**src/rtl/cook_timer_ctrl.sv**
```systemverilog
// rtl/cook_timer_ctrl.sv - cook timer driving magnetron latch S/R pulses, seconds countdown.
// Optional door-pause/resume behaviour is enabled by defining PAUSE_RESUME_EN.
module cook_timer_ctrl #(
  parameter int TICKS_PER_SEC = 100,
  parameter int TIME_W        = 7
) (
  input  logic              clk,
  input  logic              rst_n,
  input  logic              start,
  input  logic              stop,
  input  logic              door_closed,
  input  logic              load,
  input  logic [TIME_W-1:0] load_val,
  output logic              set_p,
  output logic              rst_p,
  output logic [TIME_W-1:0] time_left,
  output logic              cooking,
  output logic              done
);

  localparam int PW = (TICKS_PER_SEC > 2) ? $clog2(TICKS_PER_SEC) : 1;
  localparam logic [PW-1:0] PS_LAST = PW'(TICKS_PER_SEC - 1);

  typedef enum logic [1:0] {IDLE, COOK, PAUSE, DONE} state_t;

  state_t             state, state_nx;
  logic [PW-1:0]      ps, ps_nx;
  logic [TIME_W-1:0]  tl_nx;
  logic               start_q;
  logic               start_edge;
  logic               set_nx, rst_nx;

  assign start_edge = start & ~start_q;

  always_ff @(posedge clk or negedge rst_n) begin
    if (!rst_n) begin
      state     <= IDLE;
      ps        <= '0;
      time_left <= '0;
      start_q   <= 1'b0;
      set_p     <= 1'b0;
      rst_p     <= 1'b0;
      cooking   <= 1'b0;
      done      <= 1'b0;
    end else begin
      state     <= state_nx;
      ps        <= ps_nx;
      time_left <= tl_nx;
      start_q   <= start;
      set_p     <= set_nx;
      rst_p     <= rst_nx;
      cooking   <= (state_nx == COOK);
      done      <= (state_nx == DONE);
    end
  end

  always_comb begin
    state_nx = state;
    ps_nx    = ps;
    tl_nx    = time_left;
    set_nx   = 1'b0;
    rst_nx   = 1'b0;
    case (state)
      IDLE: begin
        if (stop) begin
          tl_nx = '0;
        end else if (start_edge && door_closed && (time_left != '0)) begin
          state_nx = COOK;
          ps_nx    = '0;
          set_nx   = 1'b1;
        end else if (load) begin
          tl_nx = load_val;
        end
      end
      COOK: begin
        if (stop) begin
          state_nx = IDLE;
          tl_nx    = '0;
          rst_nx   = 1'b1;
        end else if (!door_closed) begin
          // Door takes precedence over an expiry landing in the same cycle.
          rst_nx = 1'b1;
`ifdef PAUSE_RESUME_EN
          state_nx = PAUSE;
`else
          state_nx = IDLE;
          tl_nx    = '0;
`endif
        end else if (ps == PS_LAST) begin
          ps_nx = '0;
          if (time_left <= TIME_W'(1)) begin
            tl_nx    = '0;
            state_nx = DONE;
            rst_nx   = 1'b1;
          end else begin
            tl_nx = time_left - 1'b1;
          end
        end else begin
          ps_nx = ps + 1'b1;
        end
      end
      PAUSE: begin
        if (stop) begin
          state_nx = IDLE;
          tl_nx    = '0;
        end else if (start_edge && door_closed) begin
          state_nx = COOK;
          ps_nx    = '0;
          set_nx   = 1'b1;
        end
      end
      DONE: begin
        if (stop) begin
          state_nx = IDLE;
        end else if (load) begin
          state_nx = IDLE;
          tl_nx    = load_val;
        end
      end
      default: state_nx = IDLE;
    endcase
  end

endmodule
```
**config.mk**
```make
export PLATFORM = sky130hd
export DESIGN_NAME = cook_timer_ctrl
export DESIGN_NICKNAME = d
export VERILOG_FILES = /design/src/rtl/cook_timer_ctrl.sv
export SDC_FILE = /design/constraint.sdc
export NUM_CORES = 1
export LEC_CHECK = 0
export CAP_MARGIN = 0
export CELL_PAD_IN_SITES_DETAIL_PLACEMENT = 1
export CELL_PAD_IN_SITES_GLOBAL_PLACEMENT = 1
export CORE_MARGIN = 1.5
export CORE_UTILIZATION = 39
export DETAILED_ROUTE_END_ITERATION = 8
export GPL_TIMING_DRIVEN = 0
export PLACE_DENSITY_LB_ADDON = 0.05
export SYNTH_ARGS = -nofsm -noshare
export SYNTH_HDL_FRONTEND = slang
export SYNTH_SLANG_ARGS = --single-unit
```
**constraint.sdc**
```tcl
create_clock -name clk -period 2.4 [get_ports clk]
set_input_delay 0.36 -clock clk [delete_from_list [all_inputs] [get_ports clk]]
set_output_delay 0.36 -clock clk [all_outputs]
set_load 0.005 [all_outputs]
```
==> metrics.cfg <==
[die]
start_util_pct = 41.9
std_cell_rows = 20
dieHeight_um = 61.0
die_area_um2 = 3720
die_w_um = 61.0
core_um2 = 3130
ios = 24

[cts]
clkLatencyLatePin_ps = 320
holdBufCountCts = 0
cts_root_buf = clkbuf_4
tritoncts = done
clock_sinks = 21
cts.reportedPaths.clkPinSlew_ps = 130
htree_levels = 1
clk_path_buf_depth = 2
cts_buffers = 3

[timing]
fin_crit_sh_pct = 96.6
relSlewSlack_pct = 35.2
fmax_mhz = 431
setup-tns-final_ps = 0
period_needed_ps = 2320
setup_viol = 0
worst_pin_slew_ps = 969
finClkSkew_ps = 5.36
rsz0062_at_grt = true
slew_viol_final = 0
finalHoldViolCount = 0
timing.hold.ws_ps = 397

[critical_path]
worst-path-max-fanout = 9
r2r-end = time_left[3]
endpoint = time_left[3]
ff2ff_path_depth = 8
r2r_setup_slack_ps = 80
r2r_start = time_left[2]
critPathCaptureType = flip-flop
crit_start = time_left[2]
cp_data_arrival_time_ps = 2540
startpoint_type = flip-flop
worstPathRequired_ps = 2620
crit_type = reg2reg

[logic_synthesis]
yosys-top-cells-count = 21 x dfrtp_1, 11 x nor2_1, 10 x o21ai_0
synth.yosys.seq_area_share_pct = 40.1
synth.most_common_cell = dfrtp_1
synth.area.top_cells = dfrtp_1 40%, mux2i_1 3.8%, o21ai_0 3.8%, nor2_1 3.2%, ha_1 2.9%
yosys_warnings = 0
yosys.area.top_type = dfrtp_1
syn_nets = 155
ys_ff_latch = 21
synth_top_area_share_pct = 40.1
ys.flop_type = dfrtp_1
synth-edff-count = 0
avgSynthCellArea_um2 = 9.42
synthArstFlopShare_pct = 100
synth_area_um2 = 1310
yosys.cell_types.count = 46
synthCells = 139

[global_routing]
overflow = 0
grt_pass1_vias = 1154
track_usage_pct = 19.9
antenna_found_initial = 0
grt_pass1_wl_mm = 5.52
grt_max_degree = 22

[power]
power_w = 0.000796
power_density_nw_per_um2 = 489
leakagePower_nw = 0.718
vdd_drop_max_uv = 374

[detailed_routing]
drcViolationCount = 0
wirelength_mm = 3.45
drt-vias-per-instance = 5.63
vias = 1187
ant_nets = 0
wl_per_cell_um = 16.3
firstDrtPassIters = 4
drtIter0Drc = 36

[finish]
utilization_pct = 52.0
diodes = 0
fin_area_um2 = 1630
drive_gt1_share_pct = 11.4
finalNetCount = 184
syn_to_final_growth_pct = 24.3

[placed_design]
placed_area_um2 = 1590
dp_hpwl_mm = 2.54
routabilityCongestion = 0.826
port_buffers = 22

[hold_path]
worstHoldPathType = in2reg

[status]
outcome = complete, no violations

[run]
drv_cap = 0

-- cells by family (layout without fill, tap and decap cells) --
family | Yosys count | count (layout) | synth area share, %
buffers and inverters | 12 | 40 | 4.87
xor gates and xnor gates | 3 | 3 | 2.01
adders and majority gates | 3 | 3 | 2.87
and+or+nand+nor | 49 | 49 | 19.7
muxes | 6 | 6 | 4.68
AOI/OAI and AO/OA | 45 | 45 | 25.8
DFF | 21 | 21 | 40.1
-- layer usage --
layer / track usage [%] / wire length (um)
met5: 0 / 0
met4: 6.52 / 46
met3: 1.92 / 103
met2: 32.1 / 1620
met1: 28.1 / 1680
-- registers in the layout (all words and copies together) (netlist names) --
name and count:
cooking 1, done 1, ps 7, rst_p 1, set_p 1, start_q 1
state 2, time_left 7
-- critical path, stage by stage, from the launching register on --
cell and delay [ps]:
dfrtp_1 410, buf_6 140, or4_1 510, buf_2 180
o211a_1 260, a211oi_4 290, buf_6 190, nand2_1 60
a22o_1 180
-- cells in the final DEF, fill, tap and decap left out, types with 4 or more instances in the layout --
cell             netlist  layout
clkdlybuf4s50_1        0      22
dfrtp_1               21      21
nor2_1                11      11
o21ai_0               10       9
nand2_1                8       8
nand3_1                7       7
a21oi_1                6       6
nand2b_1               5       5
inv_1                  5       5
mux2i_1                5       5
nor3_1                 4       4
a21o_1                 4       4
a22o_1                 4       4
-- area by class of cell --
cell class	instances	area, um^2
Buffer	7	45.0
Clock buffer	3	22.5
Clock inverter	1	5.00
Fill cell	366	1500
Inverter	5	18.8
Multi-Input combinational cell	106	721
Sequential cell	21	526
Tap cell	44	55.1
Timing Repair Buffer	24	235
-- how the worst min path moves through the flow --
stage / startpoint / endpoint / slack, ps / cells after the start
floorplan: rst_n / cooking / 60 / 0
CTS: stop / state[0] / 400 / 2
global placement: ps[1] / ps[1] / 520 / 2
detailed placement: ps[1] / ps[1] / 550 / 2
finish: stop / state[0] / 400 / 2
global route: stop / state[0] / 450 / 2
-- power by group --
group          switching [W]  internal [W]
combinational       0.000107      0.000102
clock               0.000122     0.0000624
sequential         0.0000262      0.000376
total               0.000255      0.000541
-- stage by stage --
step | worst slack [ps] | std cells
floorplan | 226 | 139
global placement | 52.5 | 205
detailed placement | 23.2 | 205
finish | 82.0 | 211
CTS | 7.06 | 209
global route | -5.27 | 211
-- what timing repair did --
| item | in CTS | in global routing |
|---|---|---|
| setup buffers | 0 | 2 |
| endpoints found under the hold margin | 0 | 0 |
| gates resized for setup | 0 | 1 |
| endpoints found under the setup margin | 0 | 6 |
(Power assumes the default switching activity.)
==> RTL change: new RTL, same flow settings <==
Add a define of `PAUSE_RESUME_EN`.
--- a/src/rtl/cook_timer_ctrl.sv
+++ b/src/rtl/cook_timer_ctrl.sv
@@ -2,2 +2,4 @@
 // Optional door-pause/resume behaviour is enabled by defining PAUSE_RESUME_EN.
+`define PAUSE_RESUME_EN
+
 module cook_timer_ctrl #(
Behaviour: not the same (Yosys sat finds a counterexample within 4 cycles, from zero or initial values and one cycle with rst_n low).
==> RTL change against the original RTL <==
- synthesized cell count grew 11%
- setup slack improved by 0.12 ns
- sequential cell count unchanged
- clock skew up 0.0027 ns
- power up 16%
- synthesized area rose by 9.9%
- wire length grew 13%
- sequential power up 5.2%
- final area grew 8.6%
- highest routed layer unchanged
==> RTL change: results (changes against the original RTL) <==
- Commonest cells in the netlist: dfrtp_1, inv_1, o21ai_0
- Post-synthesis xor/xnor area fraction: 0.00608 (-0.0140)
- First-pass GRT wire length: 6.55 mm (+19%)
- Adder-Cell Fraction of Synth Area: 0.0261 (-0.00259)
- VDD IR max: 0.206 mV (-45%)
- Leak: 0.713 nW (-0.73%)
- Mapped Cells: 154 (+11%)
- Crit path max fanout: 7 (-2)
- Seq/Total Area, Yosys: 0.365 (-0.0362)
- Syn Nets: 170 (+9.7%)
- Pre-CTS worst setup slack: 0.188 ns (+0.165 ns)
- Clock-pin slew on the worst setup and hold paths: 0.08 ns (-0.05 ns)
- Routed WL: 3.89 mm (+13%)
- Starting DRT DRC Count: 46 (+28%)
- Final #Nets: 197 (+7.1%)
- Status: completed
- Ratio of cells with drive above 1 in the final layout: 0.133 (+0.0196)
- Placed cell area: 1720 sq um (+8.4%)
- Total GRT Usage: 0.205 (+0.00555)
- Vias in the first global route: 1327 (+15%)
- Hpwl dp: 2.97 mm (+17%)
- Skew final: 0.00803 ns (+0.00268 ns)
- Post-synth cell types: 53 (+15%)
- TritonRoute pass-1 iters: 5 (+1)
- Worst stage delay on the critical path: 0.45 ns (-0.06 ns)
- Crit path DAT: 2.34 ns (-0.20 ns)
- Dpl cells: 222 (+8.3%)
- Synth Area in Compound Gates: 0.310 (+0.0523)
- Vias per cell: 5.86 (+4.2%)
- DR WL/cell: 17.2 um (+5.3%)
- Post-synthesis mux area share: 0.0156 (-0.0312)
- RD Place Congestion: 0.807 (-2.3%)
[RTL change: cell types whose count changed in the layout (fill, tap and decap cells not counted), moves of 5 or more]
cell | before | now
nor2_1 | 11 | 6
a32oi_1 | 0 | 5
nor2b_1 | 1 | 6
mux2i_1 | 5 | 0
inv_1 | 5 | 11
[RTL change: layout make-up]
type,instances,area (sq um)
fillers,410,1670
multi-input cells,116,838
flip-flops and latches,21,526
repair buffers,22,220
well taps,46,57.6
clock buffers,4,45.0
inverters,11,41.3
plain buffers,6,40.0
[RTL change: where the power goes]
part | internal, mW | leakage [nW] | switching, mW
clock | 0.118 | 0.0228 | 0.118
sequential | 0.385 | 0.284 | 0.0396
combinational | 0.123 | 0.407 | 0.141
[RTL change: final timing paths]
kind,start,cells past startpoint,to,slack [ns]
worst max-delay path,time_left[1],6,time_left[5],0.20
worst min-delay path,stop,2,state[0],0.31
worst max register to register,time_left[1],6,time_left[5],0.20
worst min register to register,ps[0],1,ps[0],0.53
max in group asynchronous,rst_n,1,ps[5],1.16
min in group asynchronous,rst_n,1,done,0.64
[RTL change: metal layers]
layer  vias to the layer above  part of all wire  GRT usage
met5                         -                 0          0
met4                         0            0.0069     0.0326
met3                         4             0.020     0.0229
met2                        18              0.52      0.376
met1                       660              0.45      0.261
li1                        643                 -          -
[RTL change: cell families after synthesis]
group	Yosys count
fa+ha+maj	3
xor+xnor	1
compound gates	59
buf+inv	17
simple gates	51
flops	21
mux	2
[RTL change: critical path: cells and delay by family (launching register included)]
kind / cells / cell delay (ns)
buffers and inverters: 1 / 0.18
adders and majority gates: 1 / 0.24
DFF: 1 / 0.45
and+or+nand+nor: 1 / 0.44
AOI/OAI and AO/OA: 3 / 0.77
